File: config.mk
export PLATFORM = sky130hd
export DESIGN_NAME = fetch_stage
export DESIGN_NICKNAME = d
export VERILOG_FILES = /design/src/rtl/fetch_pkg.sv /design/src/rtl/fetch_ibuf.sv /design/src/rtl/fetch_stage.sv
export SDC_FILE = /design/constraint.sdc
export NUM_CORES = 1
export LEC_CHECK = 0
export BUFFER_PORTS_ARGS = -buffer_cell sky130_fd_sc_hd__buf_2
export CAP_MARGIN = 20
export CELL_PAD_IN_SITES_DETAIL_PLACEMENT = 1
export CELL_PAD_IN_SITES_GLOBAL_PLACEMENT = 1
export CORE_ASPECT_RATIO = 2
export CORE_MARGIN = 10
export CORE_UTILIZATION = 49
export DETAILED_ROUTE_END_ITERATION = 6
export PLACE_DENSITY_LB_ADDON = 0.1
export REMOVE_ABC_BUFFERS = 1
export SLEW_MARGIN = 10
export SYNTH_ARGS = -nofsm -noshare
export SYNTH_HDL_FRONTEND = slang
export SYNTH_SLANG_ARGS = --single-unit
File: constraint.sdc
create_clock -name clk -period 20.2 [get_ports clk]
set_input_delay 3.03 -clock clk [delete_from_list [all_inputs] [get_ports clk]]
set_output_delay 3.03 -clock clk [all_outputs]
set_load 0.03 [all_outputs]
File: src/rtl/fetch_pkg.sv
// Shared types and constants for the RV32I fetch stage.
// Imported by the fetch stage top and its FIFO sub-module.
package fetch_pkg;

  localparam logic [31:0] NOP_INSTR = 32'h0000_0013;
  localparam logic [31:0] RST_PCD   = 32'h0000_0000;
  localparam logic [31:0] RST_PCP4  = 32'h0000_0000;

  typedef struct packed {
    logic [31:0] instr;
    logic [31:0] pc;
  } fetch_entry_t;

  localparam fetch_entry_t RST_ENTRY = '{
    instr: NOP_INSTR,
    pc:    RST_PCD
  };

  function automatic int unsigned cnt_w(
    input int unsigned depth
  );
    return $clog2(depth + 1);
  endfunction

endpackage

File: src/rtl/fetch_ibuf.sv
// Small synchronous FIFO of fetch entries with flush.
// Used both as instruction buffer and in-flight PC queue.
module fetch_ibuf
  import fetch_pkg::*;
#(
  parameter int unsigned DEPTH = 2,
  parameter int unsigned CW    = cnt_w(DEPTH)
) (
  input  logic          clk,
  input  logic          rst,
  input  logic          flush_i,
  input  logic          push_i,
  input  fetch_entry_t  din_i,
  input  logic          pop_i,
  output fetch_entry_t  head_o,
  output logic [CW-1:0] count_o
);

  localparam int unsigned AW =
    (DEPTH > 1) ? $clog2(DEPTH) : 1;

  fetch_entry_t  mem_q [DEPTH];
  logic [AW-1:0] rd_q, wr_q;
  logic [CW-1:0] cnt_q;
  logic          do_push, do_pop;

  function automatic logic [AW-1:0] nxt(
    input logic [AW-1:0] p
  );
    return (p == AW'(DEPTH - 1)) ? '0 : p + AW'(1);
  endfunction

  assign do_pop  = pop_i && (cnt_q != '0);
  // a full buffer may still accept when it pops in the same cycle
  assign do_push = push_i &&
                   ((cnt_q != CW'(DEPTH)) || do_pop);

  always_ff @(posedge clk) begin
    if (rst || flush_i) begin
      rd_q  <= '0;
      wr_q  <= '0;
      cnt_q <= '0;
    end else begin
      if (do_push) wr_q <= nxt(wr_q);
      if (do_pop)  rd_q <= nxt(rd_q);
      cnt_q <= cnt_q + CW'(do_push) - CW'(do_pop);
    end
  end

  always_ff @(posedge clk) begin
    if (do_push && !flush_i && !rst) begin
      mem_q[wr_q] <= din_i;
    end
  end

  assign head_o  = mem_q[rd_q];
  assign count_o = cnt_q;

endmodule

File: src/rtl/fetch_stage.sv
// IF stage: owns the PC, issues imem requests, buffers
// responses and drives the IF/ID register toward decode.
module fetch_stage
  import fetch_pkg::*;
#(
  parameter logic [31:0] RESET_PC   = 32'h0000_0000,
  parameter int unsigned IBUF_DEPTH = 2
) (
  input  logic        clk,
  input  logic        rst,
  output logic        imem_req_valid,
  input  logic        imem_req_ready,
  output logic [31:0] imem_req_addr,
  input  logic        imem_rsp_valid,
  input  logic [31:0] imem_rsp_data,
  input  logic        redirect_valid,
  input  logic [31:0] redirect_pc,
  input  logic        StallD,
  output logic [31:0] InstrD,
  output logic [31:0] PCD,
  output logic [31:0] PCplus4D,
  output logic        ValidD
);

  localparam int unsigned CW = cnt_w(IBUF_DEPTH);
  localparam logic [CW:0] CREDITS = (CW+1)'(IBUF_DEPTH);

  logic [31:0]   pc_q, pc_d;
  logic [31:0]   pc4_q, pc4_d;
  logic [CW-1:0] outst_q, outst_d;
  logic [CW-1:0] drop_q, drop_d;
  logic          valid_q, valid_d;
  fetch_entry_t  ifid_q, ifid_d;

  logic [CW-1:0] ibuf_cnt, pcq_cnt;
  fetch_entry_t  ibuf_head, pcq_head, rsp_entry;
  fetch_entry_t  pcq_din;
  logic [CW:0]   credit_used;
  logic          req_fire, rsp_live, ifid_ld;
  logic          ibuf_push, ibuf_pop, pcq_pop;
  logic          unused_pcq_instr;

  assign credit_used = {1'b0, outst_q} +
                       {1'b0, ibuf_cnt};

  assign imem_req_valid = !rst && !redirect_valid &&
                          (credit_used < CREDITS);
  assign imem_req_addr  = pc_q;

  assign req_fire = imem_req_valid && imem_req_ready;
  assign pcq_pop  = imem_rsp_valid && (drop_q == '0);
  assign rsp_live = pcq_pop && !redirect_valid;
  assign ifid_ld  = !StallD || !valid_q;

  assign pcq_din   = '{instr: NOP_INSTR, pc: pc_q};
  assign rsp_entry = '{instr: imem_rsp_data,
                       pc:    pcq_head.pc};
  assign unused_pcq_instr = ^pcq_head.instr;

  fetch_ibuf #(.DEPTH(IBUF_DEPTH), .CW(CW)) u_pcq (
    .clk     (clk),
    .rst     (rst),
    .flush_i (redirect_valid),
    .push_i  (req_fire),
    .din_i   (pcq_din),
    .pop_i   (pcq_pop),
    .head_o  (pcq_head),
    .count_o (pcq_cnt)
  );

  fetch_ibuf #(.DEPTH(IBUF_DEPTH), .CW(CW)) u_ibuf (
    .clk     (clk),
    .rst     (rst),
    .flush_i (redirect_valid),
    .push_i  (ibuf_push),
    .din_i   (rsp_entry),
    .pop_i   (ibuf_pop),
    .head_o  (ibuf_head),
    .count_o (ibuf_cnt)
  );

  always_comb begin
    ibuf_push = 1'b0;
    ibuf_pop  = 1'b0;
    ifid_d    = ifid_q;
    valid_d   = valid_q;
    pc4_d     = pc4_q;
    priority case (1'b1)
      redirect_valid: begin
        valid_d      = 1'b0;
        ifid_d.instr = NOP_INSTR;
      end
      !ifid_ld: begin
        ibuf_push = rsp_live;
      end
      (ibuf_cnt != '0): begin
        ibuf_pop  = 1'b1;
        ibuf_push = rsp_live;
        ifid_d    = ibuf_head;
        valid_d   = 1'b1;
        pc4_d     = ibuf_head.pc + 32'd4;
      end
      rsp_live: begin
        ifid_d  = rsp_entry;
        valid_d = 1'b1;
        pc4_d   = rsp_entry.pc + 32'd4;
      end
      default: begin
        valid_d      = 1'b0;
        ifid_d.instr = NOP_INSTR;
      end
    endcase
  end

  always_comb begin
    pc_d    = pc_q;
    drop_d  = drop_q;
    outst_d = outst_q + CW'(req_fire) -
              CW'(imem_rsp_valid);
    priority case (1'b1)
      redirect_valid: pc_d = redirect_pc & ~32'h3;
      req_fire:       pc_d = pc_q + 32'd4;
      default:        pc_d = pc_q;
    endcase
    // stale responses still in flight must be discarded
    if (redirect_valid) begin
      drop_d = outst_q - CW'(imem_rsp_valid);
    end else if (imem_rsp_valid && drop_q != '0) begin
      drop_d = drop_q - CW'(1);
    end
  end

  always_ff @(posedge clk) begin
    if (rst) begin
      pc_q    <= RESET_PC;
      pc4_q   <= RST_PCP4;
      outst_q <= '0;
      drop_q  <= '0;
      valid_q <= 1'b0;
      ifid_q  <= RST_ENTRY;
    end else begin
      pc_q    <= pc_d;
      pc4_q   <= pc4_d;
      outst_q <= outst_d;
      drop_q  <= drop_d;
      valid_q <= valid_d;
      ifid_q  <= ifid_d;
    end
  end

  always_ff @(posedge clk) begin
    if (!rst) begin
      assert (!imem_rsp_valid || outst_q != '0);
      assert (pcq_cnt <= outst_q);
    end
  end

  assign InstrD   = ifid_q.instr;
  assign PCD      = ifid_q.pc;
  assign PCplus4D = pc4_q;
  assign ValidD   = valid_q;

endmodule
* After elaboration in Yosys (flattened, before gate mapping) *
Memory sizes are Yosys's and may differ from the RTL's. A register that Yosys moved wholly into a read port is not among the register bits.
Cells that the tools add are included.

storage, ports and cells
  flip-flop bits (word level) = 141
  memory bits (writable) = 192
  logic and storage cells = 97
  memories kept = 2

memories
  memory        words  bits a word  rd ports  clocked after Yosys merged registers in  write ports  RTL line          source
  u_ibuf.mem_q  2      64           1         1                                        1            fetch_ibuf.sv:22  fetch_entry_t mem_q [DEPTH];
  u_pcq.mem_q   2      32           1         1                                        1            fetch_ibuf.sv:22

cells by class
  add/subtract/negate cells = 16
  $lt $le $gt $ge = 1
  eq/ne operators = 2
  mux-type cells = 30
  bitwise operators = 1
  reductions and logical operators = 31

operators with widths
  operator                                                              number
  32-bit two-way mux                                                    8
  32-bit by 3-bit adder with 32-bit output, second input constant       3
  1-bit two-way mux                                                     20
  1-bit logical AND                                                     14
  2-bit nonzero test                                                    6
  2-bit by 1-bit subtractor with 2-bit output                           4
  2-bit by 1-bit adder with 2-bit output                                3
  1-bit adder, second input constant                                    4
  1-bit zero test                                                       4
  1-bit logical OR                                                      4
  2-bit two-way mux                                                     2
  2-bit inequality test, second input constant                          2
  2-bit by 2-bit adder with 3-bit output                                1
  3-bit by 2-bit < comparator with 1-bit output, second input constant  1
  3-bit AND reduction                                                   1
  2-bit zero test                                                       1
  2-bit OR reduction                                                    1
  2-bit by 1-bit subtractor with 2-bit output, second input constant    1
  1-bit inverter                                                        1

* Logic depth before layout (Yosys ltp) *
Gate-level depths: netlist of the first run.

  depth after elaboration = 11
  depth in mapped cells = 13
  depth with buffers taken out = 11

* Modules after synthesis *
From an unflattened synthesis of the first run, not the netlist that was laid out.

second synthesis, totals
  cell total of the unflattened synthesis = 1,315
  area, all modules = 17,352.9 um^2

modules (own cells, without submodules)
  module       instances  cells each  area an instance (um^2)
  fetch_ibuf   2          223         5,166.2
  fetch_stage  1          869         7,020.5

* Worst setup path before layout of the first run *
OpenSTA, ideal clock, no wires.

  path type = input -> register
  start point = input port rst
  end point = memory u_ibuf.mem_q[0][10] in the netlist's numbering (enable)
  data arrival time = 8.088 ns
  data required time = 19.642 ns
  slack = 11.554 ns
  stages on the path = 5
  path buffers = 3
  cells stage by stage = buf_2 > or2_2 > clkbuf_1 > clkbuf_1 > nor3_1

between the ends
  cells in the longest elaborated chain, start to end = 4

RTL lines
  item                                     RTL line           source
  start, declared                          fetch_stage.sv:10  input logic rst,
  1-bit zero test                          fetch_ibuf.sv:51   if (do_push && !flush_i && !rst) begin
  1-bit logical AND                        fetch_ibuf.sv:51
  1-bit two-way mux                        fetch_ibuf.sv:51
  1-bit two-way mux (not written as such)  fetch_ibuf.sv:52   mem_q[wr_q] <= din_i;
  end, declared                            fetch_ibuf.sv:22

Every way passes these cells.

* Worst setup path in the final report of the first run *
  start point = input port rst
  end point = output port imem_req_valid

between the ends
  cells in the longest elaborated chain, start to end = 3

RTL lines
  item                             RTL line           source
  1-bit zero test                  fetch_stage.sv:46  assign imem_req_valid = !rst && !redirect_valid &&
  1-bit logical AND (2 in series)  fetch_stage.sv:46
  end, declared                    fetch_stage.sv:11  output logic imem_req_valid,

Every way passes these cells.

==> results.md, run 1 <==
* Antenna diode instance count at 0
* Detailed-routing iteration count for the pre-antenna-repair pass at 6
* CP required at 17170 ps
* Final Wtd Congestion at a little over 0.8
* Buffer count from post-CTS setup fixing at 0
* Final global-route overflow total at 0
* Initial Utilization at between 40% and 50%
* CTS root buffer: clkbuf_16
* Type of origin of the critical path: input pin
* Number of warning messages in the yosys log at 0
* CP Capture Point: imem_req_valid
* Max Transition Viols Final at 0
* Post-detailed-route DRC marker count at 0
* Number of input and output port buffers inserted at approximately 190
* Synth Flop Type: edfxtp_1
* Cell depth of the worst setup path at 3
* Total number of nets in the final design at 1425
* Reg-to-reg critical path startpoint: u_ibuf.count_o[0]
* Unrepaired setup endpoints after global routing: false
* #FFs+latches synth at 321
* Register area share after synthesis at between 50% and 60%
* Cell-internal power at between 1000 and 1500 µW
* Area occupied by multi-input gates at 0.00515 mm²
* Final Hold Viols at 0
* Maximum fanout encountered on the critical timing path at 3
* Setup slack, reg-to-reg at between 15000 and 20000 ps
* # rows at 87
* Final number of setup-violating endpoints at 0
* Number of top-level design ports at 200
* Power share of the combinational group at under 10%
* Number of sinks driven by the clock tree at approximately 320
* Portion of total power attributed to sequential cells at around half
* Area of the core region at around 0.028 mm²
* Synth cell types at just under 70
* Worst IR drop on VDD at 0.0692 mV
* Routed wire length at 37600 µm
* Series of cell instances along the critical path: buf_4, nor4_4, buf_2
* Cell types occupying the most area after synthesis: edfxtp_1 40%, dfxtp_1 20%, mux2_2 6.3%, nor2_1 4.1%, nand2_1 2.4%
* Cell at the slowest stage of the critical path: nor4_4
* Worst Path Buf+Inv at 2
* Sw frac at 24.6%
* Final HPWL from detailed placement at 25800 µm
* Async set or reset register ratio after synthesis at 0%
* Die Width at between 100 and 150 µm
* Dominant cell type by area after synthesis: edfxtp_1
* Vertical die dimension at 258 µm
* Mean cell area of the mapped netlist at 11.7 µm²
* Setup Skew at 11.9 ps
* Crit path from: rst
* Endpoint class of the critical path: primary output
* Post-Layout Cell Count at 1724
* Upper clock frequency limit at ~150 MHz
* Post-cts resize count at 0
* Static leakage at 0.00590 µW
* Largest net degree at the start of global routing at 71
* Filler cell count at 3009
* Clock buffers created by TritonCTS at 29
* Crit path arrival time at 3790 ps
* Buffer levels on the longest clock path at 3
* H-tree depth at 1
* Clock-pin slew on the worst setup and hold paths at 70 ps
* Switching pwr at 354 µW
* Clock tree from TritonCTS: built
* Drt via density at between 5 and 6
* Total power divided by cell area at between 80 and 90 mW/mm²
* Gate family responsible for the most delay along the worst path: buffers and inverters
* Clock period minus worst slack at 6820 ps
* Clock group share of total power at 40.3%
* Area growth, synth to finish at 15.7%
* Vias after detailed routing at 9930
* Later-pin clock latency in the skew report at 560 ps
* Initial DRC Count at 368
* Hold/Removal Path Class: register to register
* Synth Instances at about 1200
* Endpoint of the lowest-slack register-to-register path: imem_req_addr[30]
* Fraction of the cycle the final worst path needs at 33.7%
* CP Class: input pin to primary output
* Setup TNS Final at 0 ps
* Post-Place Cells at 1669
* Die area at 0.0358 mm²
* Wire length of the first global-routing pass at 59200 µm
* GRT Util Overall at between 20% and 30%
* Proportion of layout cells with a drive suffix above 1 at 27.6%
* Post-CTS Hold Buffers at 0
* Worst R2R Path Depth at 12
* Number of antenna violations at the first check in global routing at 0
* DRT antenna net count at 0
* Mapped Area at about 0.014 mm²
* Longest individual stage delay on the worst path at around 330 ps
* Top cell type's share of synthesized area at 39.8%
* Remaining max-slew budget at the tightest pin at around 28%
* Detailed-route wire length per cell at 21.8 µm
* Number of enable-type register cells in the synthesized netlist at between 150 and 200
* Via count of the first global-routing pass at ~11000
* Measured slew at the worst slew-check pin at 1080 ps
* Status: complete, no violations
* Count of maximum capacitance violations at 0
* Area occupied by registers at 0.00827 mm²
-- cells in the final DEF (no fill, tap or decap), drive strengths merged, types with 5 or more instances in the layout --
| master | count |
|---|---|
| nand4 | 12 |
| o21ai | 31 |
| mux2i | 28 |
| mux2 | 81 |
| a32oi | 5 |
| buf | 210 |
| nor3 | 52 |
| a21oi | 60 |
| a211oi | 33 |
| and2 | 9 |
| nand3 | 30 |
| xnor2 | 17 |
| nor2 | 153 |
| and3 | 5 |
| xor2 | 19 |
| ha | 9 |
| a31oi | 9 |
| nor4 | 17 |
| nand2 | 89 |
| inv | 21 |
| clkinv | 10 |
| dfxtp | 137 |
| edfxtp | 184 |
| or3 | 7 |
| nand3b | 7 |
| a221oi | 38 |
| clkbuf | 36 |
| conb | 6 |
-- layout make-up --
| cell class | count | share of cell area, % |
|---|---|---|
| tap | 356 | 2.78 |
| sequential | 321 | 51.5 |
| clock buffer | 36 | 4.94 |
| inverter | 20 | 0.468 |
| clock inverter | 18 | 1.33 |
| timing repair buffer | 210 | 6.86 |
| multi-input combinational | 763 | 32.1 |
-- worst min-delay path by stage --
stage / startpoint / endpoint / cells past startpoint
floorplan: u_pcq.wr_q / u_pcq.wr_q / 1
global route: PCD[11] / PCD[11] / 2
detailed placement: PCD[12] / PCD[12] / 2
CTS: PCD[12] / PCD[12] / 2
finish: PCD[11] / PCD[11] / 2
global placement: PCD[3] / PCD[3] / 2
-- cells in the mapped netlist, types with 5 or more instances --
master / instances
o21ai_0: 30
a21oi_1: 60
a31oi_1: 9
nor4_1: 10
buf_6: 5
a221oi_1: 36
a32oi_1: 5
nand3b_1: 7
ha_1: 9
nor2_1: 153
clkbuf_1: 43
a211oi_2: 7
mux2_2: 78
or3_1: 7
dfxtp_1: 137
xnor2_1: 17
edfxtp_1: 184
xor2_1: 19
and3_1: 5
a211oi_1: 25
nand2_1: 89
buf_4: 8
mux2i_1: 25
buf_1: 8
inv_1: 19
nor3_1: 51
nand4_1: 12
and2_1: 9
buf_2: 15
nand3_1: 30
-- cells by family after synthesis --
group	after synthesis	share of synthesized area [%]
buffers and inverters	102	3.63
AO/OA/AOI/OAI	202	10.6
adder cells (fa/ha/maj)	10	0.956
flip-flops	321	59.6
XOR/XNOR	36	2.27
multiplexers	109	8.83
other	1	0.0270
AND/OR/NAND/NOR	400	14.1
-- metal layers --
metal / share of wire, % / track usage, % / wire length (µm) / up-vias
li1: - / - / - / 4685
met4: 3.5 / 7.95 / 1320 / 0
met5: 0 / 0 / 0 / -
met1: 38 / 21.3 / 14400 / 4977
met2: 54 / 38.6 / 20400 / 207
met3: 3.9 / 3.25 / 1450 / 61
-- power by group through the flow --
| stage | combinational [µW] | clock, µW | sequential, µW |
|---|---|---|---|
| 2_1_floorplan | 56.1 | 0 | 762 |
| 5_1_grt | 145 | 618 | 726 |
| 4_1_cts | 135 | 593 | 724 |
| 6_report | 133 | 579 | 723 |
| 3_3_place_gp | 131 | 0 | 737 |
| 3_5_place_dp | 134 | 0 | 738 |
-- worst reg2reg max path: stages, from the launching register on --
cell and delay [ps]:
dfxtp_1 410, inv_1 100, nor2_1 130, fa_1 520
nor4_4 300, and2_1 170, buf_4 260, inv_2 60
buf_4 260, nor3_1 420, nand3_1 240, or3_1 400
a31oi_1 160
-- registers in the layout, indices dropped and copies added, names as in the netlist, named ones only --
name	cells
InstrD	32
PCD	30
PCplus4D	30
ValidD	1
drop_q	2
imem_req_addr	30
outst_q	2
u_ibuf.count_o	2
u_ibuf.mem_q	124
u_ibuf.rd_q	1
u_ibuf.wr_q	1
u_pcq.count_o	2
u_pcq.mem_q	60
u_pcq.rd_q	1
u_pcq.wr_q	1
-- metrics by stage --
| stage | hold WS [ps] | area [µm²] | total power [µW] | setup slack [ps] | utilization, % |
|---|---|---|---|---|---|
| after floorplan | 460 | 13500 | 818 | 11410 | - |
| after CTS | 462 | 16000 | 1450 | 13360 | 57.1 |
| after global placement | 442 | 15000 | 868 | 13350 | 53.5 |
| final | 457 | 16000 | 1440 | 13380 | 57.1 |
| after detailed placement | 451 | 15000 | 872 | 13360 | 53.5 |
| after global routing | 486 | 16000 | 1490 | 13340 | 57.1 |
Note: power is estimated with default switching activity, not from simulation.
==> run 2, diff against run 1 <==
--- a/config.mk
+++ b/config.mk
@@ -11,7 +11,7 @@
 export CELL_PAD_IN_SITES_GLOBAL_PLACEMENT = 1
 export CORE_ASPECT_RATIO = 2
 export CORE_MARGIN = 10
-export CORE_UTILIZATION = 49
+export CORE_UTILIZATION = 46
 export DETAILED_ROUTE_END_ITERATION = 6
 export PLACE_DENSITY_LB_ADDON = 0.1
 export REMOVE_ABC_BUFFERS = 1
==> constraint.sdc (replaced) <==
create_clock -name clk -period 6.5 [get_ports clk]
set_input_delay 0.975 -clock clk [delete_from_list [all_inputs] [get_ports clk]]
set_output_delay 0.975 -clock clk [all_outputs]
set_load 0.03 [all_outputs]
==> run 2 against run 1 <==
  * Clock power rose to 3.2 times the previous value
  * Setup slack worse by 10000 ps
  * Register-to-register slack got worse by 14000 ps
  * Sequential power grew to 3.1 times the previous value
  * Hold slack worse by 2.7 ps
  * Design area is 0.18% higher
  * Highest routed layer unchanged
==> results.md, run 2 (same netlist as run 1, synthesis figures left out) <==
* Status: complete, no violations
* Detailed-routing iteration count for the pre-antenna-repair pass at 5
* Initial Utilization at 46.8%
* Crit path arrival time at 3870 ps
* Antenna diode instance count at 0
* Overall power at approximately 4500 µW
* Post-cts resize count at 0
* Vertical die dimension at between 200 and 300 µm
* Flip-flop count of the largest register, all copies and words added at 124
* Clock tree from TritonCTS: built
* Drt via density at 5.66
* Final Wtd Congestion at 0.785
* Endpoint class of the critical path: register
* Filler cell count at between 3000 and 4000
* Total number of nets in the final design at 1424
* Later-pin clock latency in the skew report at 560 ps
* Post-CTS Hold Buffers at 0
* Routed wire length at 37800 µm
* Max Transition Viols Final at 0
* Number of antenna violations at the first check in global routing at 0
* Buffer count from post-CTS setup fixing at 0
* # rows at between 80 and 90
* Fraction of the cycle the final worst path needs at 52.5%
* Area growth, synth to finish at 15.9%
* Area occupied by registers at just over 0.008 mm²
* Hold/Removal Path Class: register to register
* Area of the core region at ~0.03 mm²
* Top register by number of flip-flops: u_ibuf.mem_q
* Commonest non-fill, non-tap cell in the layout: buf_2
* Total power divided by cell area at 279 mW/mm²
* CP Class: register to register
* Final number of setup-violating endpoints at 0
* H-tree depth at 1
* DRT antenna net count at 0
* Via count of the first global-routing pass at 10700
* Endpoint of the lowest-slack register-to-register path: PCplus4D[29]
* Worst IR drop on VDD at 0.199 mV
* Final worst setup slack at 3090 ps
* Cell at the slowest stage of the critical path: buf_4
* Clock-pin slew on the worst setup and hold paths at about 70 ps
* Type of origin of the critical path: register
* CP required at ~7000 ps
* Reg-to-reg critical path startpoint: u_ibuf.count_o[1]
* Maximum fanout encountered on the critical timing path at 41
* Clock buffers created by TritonCTS at 29
* Buffer levels on the longest clock path at 3
* Detailed-route wire length per cell at 21.9 µm
* Post-detailed-route DRC marker count at 0
* Vias after detailed routing at 9785
* Measured slew at the worst slew-check pin at 1010 ps
* Upper clock frequency limit at between 200 and 300 MHz
* Clock period minus worst slack at about 3400 ps
* Static leakage at 0.00590 µW
* Worst R2R Path Depth at 7
* Number of top-level design ports at 200
* Number of input and output port buffers inserted at 191
* Critical hold path startpoint: PCD[11]
* Final Hold Viols at 0
* CP Capture Point: PCplus4D[29]
* Number of sinks driven by the clock tree at 321
* Series of cell instances along the critical path: or2_2, buf_4, mux2_2, o211ai_2, nor4_4, a311oi_1, nor4_2
* Proportion of layout cells with a drive suffix above 1 at about 28%
* Remaining max-slew budget at the tightest pin at between 30 and 40%
* Crit path from: u_ibuf.count_o[1]
* Count of maximum capacitance violations at 0
* Unrepaired setup endpoints after global routing: false
* Final global-route overflow total at 0
* Worst slack at placement at 2690 ps
* CTS root buffer: clkbuf_16
* Final HPWL from detailed placement at 26400 µm
* Largest net degree at the start of global routing at 57
* Longest individual stage delay on the worst path at 600 ps
* Area occupied by multi-input gates at 0.00515 mm²
* Initial DRC Count at between 300 and 400
* Die Width at 143 µm
* Setup slack, reg-to-reg at 3090 ps
* Wire length of the first global-routing pass at 60000 µm
* Setup Skew at 21.5 ps
* GRT Util Overall at 19.7%
* Die area at 0.0379 mm²
* Most used cells in the layout excluding fill and tap cells: 190 x buf_2, 184 x edfxtp_1, 151 x nor2_1
-- run 2: how the worst min path moves through the flow --
stage                            end  slack, ps  cells past startpoint
after global routing          PCD[6]        470                      2
after CTS                    PCD[11]        460                      2
after floorplan           u_pcq.wr_q        460                      1
final                        PCD[11]        450                      2
after detailed placement     PCD[11]        450                      2
after global placement        PCD[6]        440                      2
-- run 2: final cells by class --
| type | count | share of cell area (%) |
|---|---|---|
| flip-flops and latches | 321 | 51.4 |
| multi-input cells | 763 | 32.0 |
| repair buffers | 209 | 6.88 |
| clock buffers | 39 | 5.06 |
| well taps | 364 | 2.83 |
| clock inverters | 14 | 1.28 |
| inverters | 20 | 0.467 |
-- run 2: critical path: cells and delay by family, from the launching register on --
kind            cells  cell delay [ps]
compound gates      2              450
buf+inv             1              600
flops               1              510
mux                 1              330
simple gates        3             1390
-- run 2: metal layers --
metal	wire (µm)	vias to the layer above	track usage [%]
li1	-	4671	-
met1	14500	4855	21.2
met2	20600	209	37.5
met3	1540	50	3.02
met4	1140	0	7.25
met5	0	-	0
-- run 2: metrics by stage --
| stage | util [%] | instance area, µm² | hold slack (ps) | setup TNS, ps | instances |
|---|---|---|---|---|---|
| floorplan | - | 13500 | 460 | -29230 | 1104 |
| global placement | 50.8 | 15100 | 442 | 0 | 1677 |
| detailed placement | 50.8 | 15100 | 450 | 0 | 1677 |
| CTS | 54.3 | 16100 | 459 | 0 | 1730 |
| global route | 54.3 | 16100 | 471 | 0 | 1730 |
| finish | 54.3 | 16100 | 454 | 0 | 1730 |
-- run 2: where the power goes --
part	internal, µW	switching [µW]
Combinational	128	282
Sequential	2200	46.0
Clock	1080	751
==> run 3, diff against run 2 <==
--- a/config.mk
+++ b/config.mk
@@ -5,13 +5,14 @@
 export SDC_FILE = /design/constraint.sdc
 export NUM_CORES = 1
 export LEC_CHECK = 0
+export ABC_AREA = 1
 export BUFFER_PORTS_ARGS = -buffer_cell sky130_fd_sc_hd__buf_2
 export CAP_MARGIN = 20
 export CELL_PAD_IN_SITES_DETAIL_PLACEMENT = 1
 export CELL_PAD_IN_SITES_GLOBAL_PLACEMENT = 1
 export CORE_ASPECT_RATIO = 2
 export CORE_MARGIN = 10
-export CORE_UTILIZATION = 46
+export CORE_UTILIZATION = 39
 export DETAILED_ROUTE_END_ITERATION = 6
 export PLACE_DENSITY_LB_ADDON = 0.1
 export REMOVE_ABC_BUFFERS = 1
==> constraint.sdc (replaced) <==
create_clock -name clk -period 2.9 [get_ports clk]
set_input_delay 0.435 -clock clk [delete_from_list [all_inputs] [get_ports clk]]
set_output_delay 0.435 -clock clk [all_outputs]
set_load 0.03 [all_outputs]
==> run 3 against run 2 <==
  * Sequential power grew 120%
  * Critical path type unchanged
  * Setup slack lost 2800 ps
  * Non-clock buffer count grew 28
  * Highest routed layer unchanged
==> results.md, run 3 <==
* Final Hold Viols at 0
* Clock-pin slew on the worst setup and hold paths at 70 ps
* Hold/Removal Path Class: input pin to register
* Wire length of the first global-routing pass at roughly 69000 µm
* Filler cell count at 4370
* Number of input and output port buffers inserted at 191
* CTS root buffer: clkbuf_16
* Via count of the first global-routing pass at 12600
* Clock period minus worst slack at 2560 ps
* Buffer levels on the longest clock path at 3
* Synth Instances at 1632
* Crit path arrival time at just over 3000 ps
* Initial DRC Count at 358
* Unrepaired setup endpoints after global routing: false
* Status: complete, no violations
* Top register by number of flip-flops: u_ibuf.mem_q
* Vias after detailed routing at 11800
* Die Width at about 160 µm
* Vertical die dimension at 291 µm
* Post-Place Cells at 2247
* Max Transition Viols Final at 0
* Cell types occupying the most area after synthesis: edfxtp_1 39%, dfxtp_1 19%, nand2_1 12%, nor2_1 5.5%, inv_1 4.0%
* Worst R2R Path Depth at 12
* Post-CTS Hold Buffers at 0
* Antenna diode instance count at 0
* Endpoint of the lowest-slack register-to-register path: imem_req_addr[17]
* H-tree depth at 1
* DRT antenna net count at 0
* Post-cts resize count at 0
* Total power divided by cell area at roughly 600 mW/mm²
* GRT Util Overall at 19.0%
* Final Wtd Congestion at 0.880
* Commonest non-fill, non-tap cell in the layout: nand2_1
* Die area at 0.0452 mm²
* Endpoint class of the critical path: register
* Worst IR drop on VDD at 0.501 mV
* Initial Utilization at 39.2%
* Setup Skew at 11.9 ps
* Mean cell area of the mapped netlist at about 8.8 µm²
* Clock buffers created by TritonCTS at 30
* Final global-route overflow total at 0
* Buffer count from post-CTS setup fixing at 0
* Measured slew at the worst slew-check pin at 733 ps
* Drt via density at 5.12
* Mapped Area at 0.0143 mm²
* Synth Flop Type: edfxtp_1
* # rows at between 90 and 100
* Largest net degree at the start of global routing at roughly 80
* Count of maximum capacitance violations at 0
* Area of the core region at between 0.03 and 0.04 mm²
* Most used cells in the layout excluding fill and tap cells: 456 x nand2_1, 205 x nor2_1, 191 x buf_2
* Maximum fanout encountered on the critical timing path at 10
* Total number of nets in the final design at ~1900
* Async set or reset register ratio after synthesis at 0%
* CP Class: register to register
* Setup slack, reg-to-reg at approximately 340 ps
* Post-Layout Cell Count at ~2300
* Depth of the worst hold-timing path at 1
* Post-detailed-route DRC marker count at 0
* Most repeated cell in the gate-level netlist after synthesis: nand2_1
* Upper clock frequency limit at about 390 MHz
* Number of enable-type register cells in the synthesized netlist at 184
* Final worst setup slack at 336 ps
* CP required at 3380 ps
* Detailed-route wire length per cell at ~19 µm
* Type of origin of the critical path: register
* Proportion of layout cells with a drive suffix above 1 at 17.8%
* Number of sinks driven by the clock tree at 321
* Register area share after synthesis at 57.9%
* Reg-to-reg critical path startpoint: u_ibuf.count_o[0]
* Synth cell types at 45
* Top cell type's share of synthesized area at roughly 39%
* Fraction of the cycle the final worst path needs at 88.4%
* Area growth, synth to finish at 18.1%
* Hold worst-path end: u_ibuf.mem_q[1][36]
* Final number of setup-violating endpoints at 0
* Static leakage at 0.00754 µW
* Worst slack at placement at 260 ps
* Critical hold path startpoint: imem_rsp_data[4]
* Remaining max-slew budget at the tightest pin at between 50% and 60%
* Clock tree from TritonCTS: built
* Later-pin clock latency in the skew report at 580 ps
* Commonest cells in the synthesized netlist: 457 x nand2_1, 208 x nor2_1, 184 x edfxtp_1
* Number of warning messages in the yosys log at 0
* Final HPWL from detailed placement at 32800 µm
* #FFs+latches synth at between 300 and 400
* Number of top-level design ports at 200
* Number of antenna violations at the first check in global routing at 1
* Flip-flop count of the largest register, all copies and words added at 124
* Routed wire length at 44000 µm
* Dominant cell type by area after synthesis: edfxtp_1
* Detailed-routing iteration count for the pre-antenna-repair pass at 4
run 3: cell types whose count changed after synthesis, moves of 25 or more:
| cell | before | now |
|---|---|---|
| nor2_1 | 153 | 208 |
| mux2i_1 | 25 | 0 |
| nand2_1 | 89 | 457 |
| nor3_1 | 51 | 8 |
| nand3_1 | 30 | 86 |
| inv_1 | 19 | 154 |
| mux2_2 | 78 | 0 |
| a221oi_1 | 36 | 1 |
| o21ai_0 | 30 | 107 |
| o221ai_1 | 3 | 31 |
run 3: per-layer routing:
metal	part of all wire, %	vias to the layer above	routed length [µm]	GRT usage (%)
li1	-	5723	-	-
met1	36	5698	15800	18.8
met2	55	263	24400	36.7
met3	4.4	96	1920	3.19
met4	4.3	0	1910	8.66
met5	0	-	0	0
run 3: layout make-up:
class                   count  area [µm²]  share of cell area, %
clock buffers              35         801                   4.74
inverters                 162         611                   3.62
multi-input cells        1073        5060                   30.0
well taps                 454         568                   3.36
flip-flops and latches    321        8270                   49.0
clock inverters            20         201                   1.19
repair buffers            237        1380                   8.15
run 3: cells by family (layout without fill, tap and decap cells):
group           after synthesis  count (layout)  share of synthesized area, %
xor+xnor                     19              19                          1.16
compound gates              221             221                          9.18
fa+ha+maj                    10              10                         0.928
buf+inv                     243             454                          7.12
simple gates                817             817                          23.7
other cells                   1               6                        0.0262
flops                       321             321                          57.9
run 3: power by group:
group	total [µW]	switching (µW)	internal, µW
Clock	4050	1790	2260
Sequential	5060	111	4950
Combinational	967	684	284
run 3: worst max-delay path: stages (launching register included):
cell and delay [ps]:
dfxtp_1 470, nand2_1 80, inv_1 70, fa_1 430, nor3_2 210, nand2_1 140
buf_4 220, inv_1 300, nand3_1 150, a21oi_1 140, o21ai_0 90, o211ai_1 90
inv_1 50
run 3: how the worst max path moves through the flow:
stage / startpoint / to / cells past startpoint
after global placement: u_ibuf.count_o[1] / PCplus4D[25] / 12
after CTS: u_ibuf.count_o[1] / PCplus4D[25] / 12
after floorplan: ValidD / u_ibuf.mem_q[0][10] / 7
final: u_ibuf.count_o[0] / imem_req_addr[17] / 12
after global routing: u_ibuf.count_o[1] / PCplus4D[25] / 12
after detailed placement: u_ibuf.count_o[1] / PCplus4D[25] / 12
run 3: through the flow:
step / cell area (µm²) / hold WS (ps) / TNS [ps] / total power (µW) / util [%]
2_1_floorplan: 13900 / 426 / -661230 / 5710 / -
3_3_place_gp: 15900 / 430 / 0 / 6110 / 43.6
3_5_place_dp: 15900 / 445 / 0 / 6140 / 43.6
4_1_cts: 16900 / 35.8 / 0 / 10200 / 46.3
5_1_grt: 16900 / 49.5 / 0 / 10500 / 46.4
6_report: 16900 / 59.4 / 0 / 10100 / 46.4
